## config.mk

```make
export PLATFORM = sky130hd
export DESIGN_NAME = core_branch_resolve_flat
export DESIGN_NICKNAME = d
export VERILOG_FILES = /design/src/rtl/core_branch_resolve_pkg.sv /design/src/rtl/core_branch_resolve_if.sv /design/src/rtl/core_branch_eval.sv /design/src/rtl/core_branch_resolve.sv /design/src/flat_wrapper.sv
export SDC_FILE = /design/constraint.sdc
export NUM_CORES = 1
export LEC_CHECK = 0
export ABC_AREA = 1
export CORE_AREA = 5 5 226 228
export CTS_CLUSTER_SIZE = 10
export DETAILED_ROUTE_END_ITERATION = 8
export DIE_AREA = 0 0 231 233
export DONT_BUFFER_PORTS = 1
export GPL_ROUTABILITY_DRIVEN = 0
export GPL_TIMING_DRIVEN = 0
export PLACE_DENSITY = 0.47
export SLEW_MARGIN = 20
export SYNTH_ARGS = -nofsm -noshare
export SYNTH_HDL_FRONTEND = slang
export SYNTH_SLANG_ARGS = --single-unit
```

## constraint.sdc

```tcl
create_clock -name clk -period 8.1 [get_ports clk]
set_input_delay 1.62 -clock clk [delete_from_list [all_inputs] [get_ports clk]]
set_output_delay 1.62 -clock clk [all_outputs]
set_load 0.03 [all_outputs]
```

## src/rtl/core_branch_resolve_pkg.sv

```systemverilog
// Shared branch-pipeline types: target-type encodings, resolver FSM states and
// the per-lane correction record flags.
package core_branch_resolve_pkg;

  localparam logic [1:0] TT_NONE   = 2'd0;
  localparam logic [1:0] TT_CALL   = 2'd1;
  localparam logic [1:0] TT_RETURN = 2'd2;
  localparam logic [1:0] TT_IMM    = 2'd3;

  typedef enum logic {
    ST_IDLE = 1'b0,
    ST_PEND = 1'b1
  } br_state_e;

  typedef struct packed {
    logic miss;
    logic taken;
    logic cond;
    logic need_update;
  } br_upd_flags_t;

  // Conditional branch: some, but not every, compare outcome takes it.
  function automatic logic cmp_is_cond(input logic [2:0] en);
    return (|en) & ~(&en);
  endfunction

endpackage

```

## src/rtl/core_branch_resolve_if.sv

```systemverilog
// Execute-stage branch bus: per-lane resolve inputs, BPU correction records
// and the frontend redirect handshake.
interface core_branch_resolve_if #(
  parameter int LANES     = 2,
  parameter int ADDR_W    = 32,
  parameter int RAS_PTR_W = 3,
  parameter int META_W    = 16,
  parameter int CNT_W     = 32
);
  logic [LANES-1:0]                valid_i;
  logic [LANES-1:0][1:0]           target_type_i;
  logic [LANES-1:0][3:0]           cmp_type_i;
  logic [LANES-1:0][ADDR_W-1:0]    pc_i;
  logic [LANES-1:0][ADDR_W-1:0]    target_i;
  logic [LANES-1:0][31:0]          r0_i;
  logic [LANES-1:0][31:0]          r1_i;
  logic [LANES-1:0]                pred_taken_i;
  logic [LANES-1:0]                pred_dir_type_i;
  logic [LANES-1:0][ADDR_W-1:0]    pred_pc_i;
  logic [LANES-1:0][1:0]           pred_target_type_i;
  logic [LANES-1:0][RAS_PTR_W-1:0] pred_ras_ptr_i;
  logic [LANES-1:0][META_W-1:0]    pred_meta_i;

  logic [LANES-1:0]                upd_valid_o;
  logic [LANES-1:0]                upd_miss_o;
  logic [LANES-1:0]                upd_taken_o;
  logic [LANES-1:0]                upd_cond_o;
  logic [LANES-1:0]                upd_need_update_o;
  logic [LANES-1:0][ADDR_W-1:0]    upd_pc_o;
  logic [LANES-1:0][1:0]           upd_target_type_o;
  logic [LANES-1:0][RAS_PTR_W-1:0] upd_ras_ptr_o;
  logic [LANES-1:0][META_W-1:0]    upd_meta_o;

  logic                            redirect_valid_o;
  logic [ADDR_W-1:0]               redirect_pc_o;
  logic                            redirect_ready_i;
  logic                            busy_o;
  logic [CNT_W-1:0]                br_cnt_o;
  logic [CNT_W-1:0]                miss_cnt_o;

  modport master (
    output valid_i, target_type_i, cmp_type_i, pc_i, target_i, r0_i, r1_i,
           pred_taken_i, pred_dir_type_i, pred_pc_i, pred_target_type_i,
           pred_ras_ptr_i, pred_meta_i, redirect_ready_i,
    input  upd_valid_o, upd_miss_o, upd_taken_o, upd_cond_o, upd_need_update_o,
           upd_pc_o, upd_target_type_o, upd_ras_ptr_o, upd_meta_o,
           redirect_valid_o, redirect_pc_o, busy_o, br_cnt_o, miss_cnt_o
  );

  modport slave (
    input  valid_i, target_type_i, cmp_type_i, pc_i, target_i, r0_i, r1_i,
           pred_taken_i, pred_dir_type_i, pred_pc_i, pred_target_type_i,
           pred_ras_ptr_i, pred_meta_i, redirect_ready_i,
    output upd_valid_o, upd_miss_o, upd_taken_o, upd_cond_o, upd_need_update_o,
           upd_pc_o, upd_target_type_o, upd_ras_ptr_o, upd_meta_o,
           redirect_valid_o, redirect_pc_o, busy_o, br_cnt_o, miss_cnt_o
  );
endinterface

```

## src/rtl/core_branch_eval.sv

```systemverilog
// Combinational single-lane branch evaluator: direction, mispredict, resolved
// next PC and corrected RAS pointer.
module core_branch_eval
  import core_branch_resolve_pkg::*;
#(
  parameter int ADDR_W    = 32,
  parameter int RAS_PTR_W = 3
) (
  input  logic                 valid_i,
  input  logic [1:0]           target_type_i,
  input  logic [3:0]           cmp_type_i,
  input  logic [ADDR_W-1:0]    pc_i,
  input  logic [ADDR_W-1:0]    target_i,
  input  logic [31:0]          r0_i,
  input  logic [31:0]          r1_i,
  input  logic                 pred_taken_i,
  input  logic [ADDR_W-1:0]    pred_pc_i,
  input  logic [1:0]           pred_target_type_i,
  input  logic [RAS_PTR_W-1:0] pred_ras_ptr_i,
  output br_upd_flags_t        flags_o,
  output logic [ADDR_W-1:0]    resolved_o,
  output logic [RAS_PTR_W-1:0] ras_ptr_o
);
  logic [32:0] a0, a1;
  logic        taken;

  // Biasing the sign bit turns a signed compare into an unsigned one.
  assign a0 = {~r0_i[31] & cmp_type_i[0], r0_i};
  assign a1 = {~r1_i[31] & cmp_type_i[0], r1_i};

  assign taken      = |({a1 < a0, a1 == a0, a1 > a0} & cmp_type_i[3:1]);
  assign resolved_o = taken ? target_i : pc_i + ADDR_W'(4);

  always_comb begin
    flags_o.taken       = taken;
    flags_o.cond        = cmp_is_cond(cmp_type_i[3:1]);
    flags_o.miss        = valid_i & (taken | pred_taken_i)
                        & ((pred_taken_i != taken) | (pred_pc_i != resolved_o));
    flags_o.need_update = (target_type_i != TT_NONE)
                        | (target_type_i != pred_target_type_i);
    case (target_type_i)
      TT_CALL:   ras_ptr_o = pred_ras_ptr_i + RAS_PTR_W'(1);
      TT_RETURN: ras_ptr_o = pred_ras_ptr_i - RAS_PTR_W'(1);
      default:   ras_ptr_o = pred_ras_ptr_i;
    endcase
  end
endmodule

```

## src/rtl/core_branch_resolve.sv

```systemverilog
// Multi-lane branch resolver: oldest-mispredict arbitration, held frontend
// redirect, registered BPU correction records and saturating statistics.
module core_branch_resolve
  import core_branch_resolve_pkg::*;
#(
  parameter int LANES     = 2,
  parameter int ADDR_W    = 32,
  parameter int RAS_PTR_W = 3,
  parameter int META_W    = 16,
  parameter int CNT_W     = 32
) (
  input logic                clk,
  input logic                rst,
  core_branch_resolve_if.slave bus
);
  br_upd_flags_t [LANES-1:0]                flags;
  logic          [LANES-1:0][ADDR_W-1:0]    resolved;
  logic          [LANES-1:0][RAS_PTR_W-1:0] ras_ptr;

  for (genvar g = 0; g < LANES; g++) begin : g_lane
    core_branch_eval #(.ADDR_W(ADDR_W), .RAS_PTR_W(RAS_PTR_W)) u_eval (
      .valid_i            (bus.valid_i[g]),
      .target_type_i      (bus.target_type_i[g]),
      .cmp_type_i         (bus.cmp_type_i[g]),
      .pc_i               (bus.pc_i[g]),
      .target_i           (bus.target_i[g]),
      .r0_i               (bus.r0_i[g]),
      .r1_i               (bus.r1_i[g]),
      .pred_taken_i       (bus.pred_taken_i[g]),
      .pred_pc_i          (bus.pred_pc_i[g]),
      .pred_target_type_i (bus.pred_target_type_i[g]),
      .pred_ras_ptr_i     (bus.pred_ras_ptr_i[g]),
      .flags_o            (flags[g]),
      .resolved_o         (resolved[g]),
      .ras_ptr_o          (ras_ptr[g])
    );
  end

  br_state_e         state_q, state_d;
  logic              accept_en, redirect_valid, busy;
  logic [LANES-1:0]  keep, lane_acc;
  logic              win_any;
  logic [ADDR_W-1:0] win_pc;
  logic [CNT_W:0]    n_acc, br_sum, miss_sum;

  // Lanes younger than the oldest mispredict are on the wrong path.
  always_comb begin
    keep    = '0;
    win_any = 1'b0;
    win_pc  = '0;
    for (int i = 0; i < LANES; i++) begin
      keep[i] = ~win_any;
      if (!win_any && flags[i].miss) begin
        win_any = 1'b1;
        win_pc  = resolved[i];
      end
    end
  end

  assign lane_acc = bus.valid_i & keep & {LANES{accept_en}};

  always_ff @(posedge clk or posedge rst) begin
    if (rst) state_q <= ST_IDLE;
    else     state_q <= state_d;
  end

  always_comb begin
    state_d = state_q;
    case (state_q)
      ST_IDLE: if (win_any)              state_d = ST_PEND;
      ST_PEND: if (bus.redirect_ready_i) state_d = ST_IDLE;
      default:                           state_d = ST_IDLE;
    endcase
  end

  always_comb begin
    accept_en      = (state_q == ST_IDLE);
    redirect_valid = (state_q == ST_PEND);
    busy           = (state_q == ST_PEND);
  end

  logic [LANES-1:0]                upd_valid_q, upd_miss_q, upd_taken_q;
  logic [LANES-1:0]                upd_cond_q, upd_need_q;
  logic [LANES-1:0][ADDR_W-1:0]    upd_pc_q;
  logic [LANES-1:0][1:0]           upd_tt_q;
  logic [LANES-1:0][RAS_PTR_W-1:0] upd_ras_q;
  logic [LANES-1:0][META_W-1:0]    upd_meta_q;
  logic [ADDR_W-1:0]               redirect_pc_q;
  logic [CNT_W-1:0]                br_cnt_q, br_cnt_d, miss_cnt_q, miss_cnt_d;

  always_comb begin
    n_acc = '0;
    for (int i = 0; i < LANES; i++) n_acc = n_acc + (CNT_W+1)'(lane_acc[i]);
    br_sum     = {1'b0, br_cnt_q} + n_acc;
    miss_sum   = {1'b0, miss_cnt_q} + (CNT_W+1)'(accept_en & win_any);
    br_cnt_d   = br_sum[CNT_W]   ? '1 : br_sum[CNT_W-1:0];
    miss_cnt_d = miss_sum[CNT_W] ? '1 : miss_sum[CNT_W-1:0];
  end

  always_ff @(posedge clk or posedge rst) begin
    if (rst) begin
      upd_valid_q   <= '0;
      upd_miss_q    <= '0;
      upd_taken_q   <= '0;
      upd_cond_q    <= '0;
      upd_need_q    <= '0;
      upd_pc_q      <= '0;
      upd_tt_q      <= '0;
      upd_ras_q     <= '0;
      upd_meta_q    <= '0;
      redirect_pc_q <= '0;
      br_cnt_q      <= '0;
      miss_cnt_q    <= '0;
    end else begin
      upd_valid_q <= lane_acc;
      for (int i = 0; i < LANES; i++) begin
        upd_miss_q[i]  <= flags[i].miss & keep[i];
        upd_taken_q[i] <= flags[i].taken;
        upd_cond_q[i]  <= flags[i].cond;
        upd_need_q[i]  <= flags[i].need_update;
      end
      upd_pc_q   <= bus.pc_i;
      upd_tt_q   <= bus.target_type_i;
      upd_ras_q  <= ras_ptr;
      upd_meta_q <= bus.pred_meta_i;
      if (accept_en && win_any) redirect_pc_q <= win_pc;
      br_cnt_q   <= br_cnt_d;
      miss_cnt_q <= miss_cnt_d;
    end
  end

  assign bus.upd_valid_o       = upd_valid_q;
  assign bus.upd_miss_o        = upd_miss_q;
  assign bus.upd_taken_o       = upd_taken_q;
  assign bus.upd_cond_o        = upd_cond_q;
  assign bus.upd_need_update_o = upd_need_q;
  assign bus.upd_pc_o          = upd_pc_q;
  assign bus.upd_target_type_o = upd_tt_q;
  assign bus.upd_ras_ptr_o     = upd_ras_q;
  assign bus.upd_meta_o        = upd_meta_q;
  assign bus.redirect_valid_o  = redirect_valid;
  assign bus.redirect_pc_o     = redirect_pc_q;
  assign bus.busy_o            = busy;
  assign bus.br_cnt_o          = br_cnt_q;
  assign bus.miss_cnt_o        = miss_cnt_q;
endmodule

```

## src/flat_wrapper.sv

```systemverilog
// flat-port wrapper written by rule: the top's interface ports become plain ports
module core_branch_resolve_flat import core_branch_resolve_pkg::*;
#(
  parameter int LANES     = 2,
  parameter int ADDR_W    = 32,
  parameter int RAS_PTR_W = 3,
  parameter int META_W    = 16,
  parameter int CNT_W     = 32
)
  (clk, rst, bus_valid_i, bus_target_type_i, bus_cmp_type_i, bus_pc_i, bus_target_i, bus_r0_i, bus_r1_i, bus_pred_taken_i, bus_pred_dir_type_i, bus_pred_pc_i, bus_pred_target_type_i, bus_pred_ras_ptr_i, bus_pred_meta_i, bus_redirect_ready_i, bus_upd_valid_o, bus_upd_miss_o, bus_upd_taken_o, bus_upd_cond_o, bus_upd_need_update_o, bus_upd_pc_o, bus_upd_target_type_o, bus_upd_ras_ptr_o, bus_upd_meta_o, bus_redirect_valid_o, bus_redirect_pc_o, bus_busy_o, bus_br_cnt_o, bus_miss_cnt_o);
  core_branch_resolve_if #(.LANES(LANES), .ADDR_W(ADDR_W), .RAS_PTR_W(RAS_PTR_W), .META_W(META_W), .CNT_W(CNT_W)) bus_i ();
  input logic clk;
  input logic rst;
  input wire logic [$bits(bus_i.valid_i)-1:0] bus_valid_i;
  input wire logic [$bits(bus_i.target_type_i)-1:0] bus_target_type_i;
  input wire logic [$bits(bus_i.cmp_type_i)-1:0] bus_cmp_type_i;
  input wire logic [$bits(bus_i.pc_i)-1:0] bus_pc_i;
  input wire logic [$bits(bus_i.target_i)-1:0] bus_target_i;
  input wire logic [$bits(bus_i.r0_i)-1:0] bus_r0_i;
  input wire logic [$bits(bus_i.r1_i)-1:0] bus_r1_i;
  input wire logic [$bits(bus_i.pred_taken_i)-1:0] bus_pred_taken_i;
  input wire logic [$bits(bus_i.pred_dir_type_i)-1:0] bus_pred_dir_type_i;
  input wire logic [$bits(bus_i.pred_pc_i)-1:0] bus_pred_pc_i;
  input wire logic [$bits(bus_i.pred_target_type_i)-1:0] bus_pred_target_type_i;
  input wire logic [$bits(bus_i.pred_ras_ptr_i)-1:0] bus_pred_ras_ptr_i;
  input wire logic [$bits(bus_i.pred_meta_i)-1:0] bus_pred_meta_i;
  input wire logic [$bits(bus_i.redirect_ready_i)-1:0] bus_redirect_ready_i;
  output wire logic [$bits(bus_i.upd_valid_o)-1:0] bus_upd_valid_o;
  output wire logic [$bits(bus_i.upd_miss_o)-1:0] bus_upd_miss_o;
  output wire logic [$bits(bus_i.upd_taken_o)-1:0] bus_upd_taken_o;
  output wire logic [$bits(bus_i.upd_cond_o)-1:0] bus_upd_cond_o;
  output wire logic [$bits(bus_i.upd_need_update_o)-1:0] bus_upd_need_update_o;
  output wire logic [$bits(bus_i.upd_pc_o)-1:0] bus_upd_pc_o;
  output wire logic [$bits(bus_i.upd_target_type_o)-1:0] bus_upd_target_type_o;
  output wire logic [$bits(bus_i.upd_ras_ptr_o)-1:0] bus_upd_ras_ptr_o;
  output wire logic [$bits(bus_i.upd_meta_o)-1:0] bus_upd_meta_o;
  output wire logic [$bits(bus_i.redirect_valid_o)-1:0] bus_redirect_valid_o;
  output wire logic [$bits(bus_i.redirect_pc_o)-1:0] bus_redirect_pc_o;
  output wire logic [$bits(bus_i.busy_o)-1:0] bus_busy_o;
  output wire logic [$bits(bus_i.br_cnt_o)-1:0] bus_br_cnt_o;
  output wire logic [$bits(bus_i.miss_cnt_o)-1:0] bus_miss_cnt_o;
  assign bus_i.valid_i = bus_valid_i;
  assign bus_i.target_type_i = bus_target_type_i;
  assign bus_i.cmp_type_i = bus_cmp_type_i;
  assign bus_i.pc_i = bus_pc_i;
  assign bus_i.target_i = bus_target_i;
  assign bus_i.r0_i = bus_r0_i;
  assign bus_i.r1_i = bus_r1_i;
  assign bus_i.pred_taken_i = bus_pred_taken_i;
  assign bus_i.pred_dir_type_i = bus_pred_dir_type_i;
  assign bus_i.pred_pc_i = bus_pred_pc_i;
  assign bus_i.pred_target_type_i = bus_pred_target_type_i;
  assign bus_i.pred_ras_ptr_i = bus_pred_ras_ptr_i;
  assign bus_i.pred_meta_i = bus_pred_meta_i;
  assign bus_i.redirect_ready_i = bus_redirect_ready_i;
  assign bus_upd_valid_o = bus_i.upd_valid_o;
  assign bus_upd_miss_o = bus_i.upd_miss_o;
  assign bus_upd_taken_o = bus_i.upd_taken_o;
  assign bus_upd_cond_o = bus_i.upd_cond_o;
  assign bus_upd_need_update_o = bus_i.upd_need_update_o;
  assign bus_upd_pc_o = bus_i.upd_pc_o;
  assign bus_upd_target_type_o = bus_i.upd_target_type_o;
  assign bus_upd_ras_ptr_o = bus_i.upd_ras_ptr_o;
  assign bus_upd_meta_o = bus_i.upd_meta_o;
  assign bus_redirect_valid_o = bus_i.redirect_valid_o;
  assign bus_redirect_pc_o = bus_i.redirect_pc_o;
  assign bus_busy_o = bus_i.busy_o;
  assign bus_br_cnt_o = bus_i.br_cnt_o;
  assign bus_miss_cnt_o = bus_i.miss_cnt_o;
  core_branch_resolve #(.LANES(LANES), .ADDR_W(ADDR_W), .RAS_PTR_W(RAS_PTR_W), .META_W(META_W), .CNT_W(CNT_W)) u_core (.clk(clk), .rst(rst), .bus(bus_i));
endmodule
```

==> summary.txt <==
Timing
  • Worst path setup slack after routing: 0.591 ns
  • Part of the cycle the worst path needs: 92.7%
  • Number of endpoints with negative hold slack in the final report: 0
  • Time the final worst path needs with I/O delays and setup: 7.51 ns
  • Peak Freq: 133 MHz
  • Hold Slack: 0.695 ns
  • Total count of max-transition violations in the final report: 0
  • Slew of the pin with the lowest slew margin: 0.880 ns
  • Setup Total Neg Slack: 0 ns
  • Worst setup skew after layout: 0.0239 ns
  • Tightest slew margin relative to the limit: 41.1%
  • Final setup violating endpoints: 0

Synthesis
  • Area share of the largest cell type after synthesis: 37.6%
  • Library cell with the highest instance count after synthesis: sky130_fd_sc_hd__nand2_1
  • Gate count of the mapped netlist: 2005
  • Register bit count reported by yosys: 213
  • Fraction of synthesized area in multiplexers: 0.150%
  • Primary flip-flop cell chosen by synthesis mapping: sky130_fd_sc_hd__dfrtp_1
  • Compound-cell area share of the yosys netlist: 3.79%
  • Largest family of logic cells by synthesized area: simple AND/OR/NAND/NOR gates
  • Sequential-to-total area share from yosys stat: 37.6%
  • Cells taking the most area after synthesis: sky130_fd_sc_hd__dfrtp_1 38%, sky130_fd_sc_hd__nand2_1 19%, sky130_fd_sc_hd__inv_1 8.3%
  • XOR/XNOR Fraction of Synth Area: 4.76%
  • Adder-cell share of the synthesized area: 7.41%
  • Synthesized netlist net count: 2470
  • Dominant cell type by area after synthesis: sky130_fd_sc_hd__dfrtp_1
  • Synth cell types: 43
  • Async S/R FF share, synth: 100%
  • Warnings, synthesis: 0
  • Post-synthesis area per instance: 7.06 sq um
  • Synth Area in Simple Gates: 36.0%
  • Most frequent cells after synthesis: 705 x sky130_fd_sc_hd__nand2_1, 313 x sky130_fd_sc_hd__inv_1, 213 x sky130_fd_sc_hd__dfrtp_1
  • Number of synthesized flops with an enable pin: 0
  • Summed instance area of the synthesized netlist: 14200 sq um

Worst setup path
  • Nature of the critical path startpoint: primary input
  • Top Family by Delay on Critical Path: simple AND/OR/NAND/NOR gates
  • Data arrival time of the critical path: 7.93 ns
  • Sum of buffers and inverters on the critical path: 8
  • Highest net fanout along the worst path: 10
  • Required time at the worst-slack endpoint: 8.52 ns
  • CP peak stage delay: 0.68 ns
  • Worst Reg2Reg Path Length in Cells: 19
  • Register-to-register setup slack: 3.95 ns
  • Critical register-to-register path startpoint: u_core.bus.busy_o
  • CP max-delay cell: sky130_fd_sc_hd__nor2_1
  • RR Endpoint: u_core.bus.miss_cnt_o[30]
  • Class of the most critical setup path: in -> reg
  • CP most frequent cell: sky130_fd_sc_hd__nand2_1
  • Critical Path Sink Type: flop

Cells and area
  • Final Core Density: 32.9%
  • P&R area growth vs syn: 13.1%
  • Fraction of final layout cells sized beyond drive strength 1: 5.90%
  • # fillers: 5233
  • Final layout net count: 2503

Run
  • Maxcap violations: 0

Hold path
  • Worst Hold Path Cells: 2
  • Startpoint of the worst hold path: u_core.bus.redirect_pc_o[26]
  • Worst hold-check path type: reg -> reg
  • Hold-critical path endpoint: u_core.bus.redirect_pc_o[26]

Routing
  • Count of unresolved DRC violations after routing: 0
  • Total Routed Length: 54800 um
  • Detailed Route Iter0 Violations: 905
  • Drt pass-1 iters: 5
  • DRT antenna net count: 0
  • Per-cell routed wire length: 20.5 um
  • Total vias in the final route: 12900
  • Via density per instance: 4.82

Clocking
  • Clock buffer depth: 3
  • Clock tree root driver cell: sky130_fd_sc_hd__clkbuf_16
  • Hold buffers post-CTS: 0
  • Clock insertion delay at the later pin of the skew report: 0.56 ns
  • Total number of H-tree levels: 1
  • Clock transition at path regs: 0.06 ns
  • Clock tree from TritonCTS: built
  • Num CTS Buffers: 27
  • Number of clock sinks seen by CTS: 213

Floorplanning
  • Die W: 231 um
  • Count of boundary I/O pins: 597
  • Initial Utilization: 29.1%
  • Cell Rows: 81
  • Die Footprint: 53800 sq um
  • DIE HEIGHT: 233 um
  • Floorplan Core Area: 48600 sq um

Global route
  • Vias in the first global route: 12786
  • Global router's overall resource usage: 19.4%
  • Global-route wire length before repair: 80400 um
  • Overflow left after global routing: 0
  • Number of antenna violations at the first check in global routing: 3
  • Largest net degree at the start of global routing: 92

Power
  • Logic gate share of total power: 19.1%
  • Switching power summed over all nets: 1290 uW
  • Fraction of power consumed by sequential logic: 47.0%
  • Part of the total power dissipated in the clock network: 33.9%
  • Total Power Consumption: 3420 uW
  • Leak: 0.00855 uW
  • Switch share: 37.8%
  • Cell Int Power: 2130 uW
  • Power density of the placed cells: 213 nW/um^2
  • Worst VDD drop: 0.137 mV

Outcome
  • Result of the run: completed

Placement
  • Dpl ws: -0.635 ns
  • Detailed placer's ending HPWL: 46500 um
  • Port bufs: 0
## state kept, by name (all words and copies together) (netlist names)
name                          flops
u_core.bus.upd_target_type_o      4
u_core.bus.upd_pc_o              64
u_core.bus.upd_valid_o            2
u_core.bus.miss_cnt_o            32
u_core.bus.upd_need_update_o      2
u_core.bus.busy_o                 1
u_core.bus.upd_cond_o             2
u_core.bus.redirect_pc_o         32
u_core.bus.upd_ras_ptr_o          6
u_core.bus.upd_miss_o             2
u_core.bus.br_cnt_o              32
u_core.bus.upd_taken_o            2
u_core.bus.upd_meta_o            32
## final cells by class
| class | count | area, sq um | share of cell area, % |
|---|---|---|---|
| clock inverter | 5 | 78.8 | 0.492 |
| timing repair buffer | 4 | 70.1 | 0.438 |
| clock buffer | 36 | 749 | 4.68 |
| multi-input combinational | 1437 | 7520 | 47.0 |
| inverter | 316 | 1200 | 7.47 |
| antenna | 4 | 10.0 | 0.0625 |
| buffer | 39 | 272 | 1.70 |
| sequential | 213 | 5330 | 33.3 |
| tap | 622 | 778 | 4.86 |
## routing by layer
metal | vias to the layer above | share of wire [%] | global-route usage, % | wire length (um)
met2 | 483 | 50 | 34.1 | 27200
met1 | 5984 | 38 | 22.7 | 20900
met4 | 0 | 2.0 | 4.03 | 1080
met3 | 51 | 10 | 7.58 | 5720
met5 | - | 0 | 0 | 0
li1 | 6382 | - | - | -
## power by group through the flow
stage | clock network [uW] | logic, uW | registers, uW
floorplan | 0 | 487 | 1540
global placement | 0 | 638 | 1630
detailed placement | 0 | 656 | 1630
CTS | 1200 | 660 | 1610
global route | 1240 | 763 | 1630
finish | 1160 | 653 | 1600
## through the flow
step,instances,cell area (sq um)
floorplan,2005,14200
global placement,2627,14900
detailed placement,2629,15000
CTS,2670,15800
global route,2672,16000
finish,2676,16000
## tightest hold or removal path, delay by kind of cell (launching register included)
kind	cells	cell delay, ns
flops	1	0.50
simple gates	2	0.16
## timing repair
| action | CTS | global route |
|---|---|---|
| pin swaps | 0 | 4 |
| endpoints found under the setup margin | 2 | 22 |
| cloned | 0 | 0 |
| gates resized for setup | 2 | 36 |
| setup buffers | 0 | 2 |
## layout by cell type, fill, tap and decap left out, types with 8 or more instances in the layout
master / Yosys / layout
sky130_fd_sc_hd__nand2_1: 705 / 702
sky130_fd_sc_hd__buf_2: 14 / 13
sky130_fd_sc_hd__nand3_1: 144 / 140
sky130_fd_sc_hd__xor2_1: 60 / 60
sky130_fd_sc_hd__nor3_1: 39 / 36
sky130_fd_sc_hd__ha_1: 79 / 79
sky130_fd_sc_hd__o21ai_0: 34 / 34
sky130_fd_sc_hd__nor4_1: 9 / 8
sky130_fd_sc_hd__dfrtp_1: 213 / 213
sky130_fd_sc_hd__buf_6: 10 / 11
sky130_fd_sc_hd__inv_1: 313 / 312
sky130_fd_sc_hd__nand3b_1: 29 / 29
sky130_fd_sc_hd__or2_1: 8 / 8
sky130_fd_sc_hd__a21oi_1: 36 / 36
sky130_fd_sc_hd__nor2_2: 3 / 10
sky130_fd_sc_hd__buf_4: 7 / 9
sky130_fd_sc_hd__clkbuf_1: 7 / 12
sky130_fd_sc_hd__nand4_1: 73 / 73
sky130_fd_sc_hd__clkbuf_16: 0 / 27
sky130_fd_sc_hd__xnor2_1: 17 / 17
sky130_fd_sc_hd__nor2_1: 147 / 137
## how the worst max path moves through the flow
stage,startpoint,endpoint,slack (ns),cells after the start
floorplan,rst,u_core.bus.br_cnt_o[0],0.66,1
global placement,rst,u_core.bus.upd_pc_o[61],-1.82,1
detailed placement,bus_r0_i[14],u_core.bus.br_cnt_o[30],-0.64,43
CTS,bus_r0_i[31],u_core.bus.br_cnt_o[30],0.05,47
global route,bus_r0_i[31],u_core.bus.br_cnt_o[30],-0.03,47
finish,bus_r0_i[31],u_core.bus.br_cnt_o[30],0.59,41
## cells by family (layout without fill, tap and decap cells)
group,Yosys count,count (layout)
other,0,4
AOI/OAI and AO/OA,96,96
and+or+nand+nor,1180,1180
muxes,2,2
adders and majority gates,82,82
xor gates and xnor gates,77,77
buffers and inverters,355,400
DFF,213,213
Power figures use the tool's default switching activity.
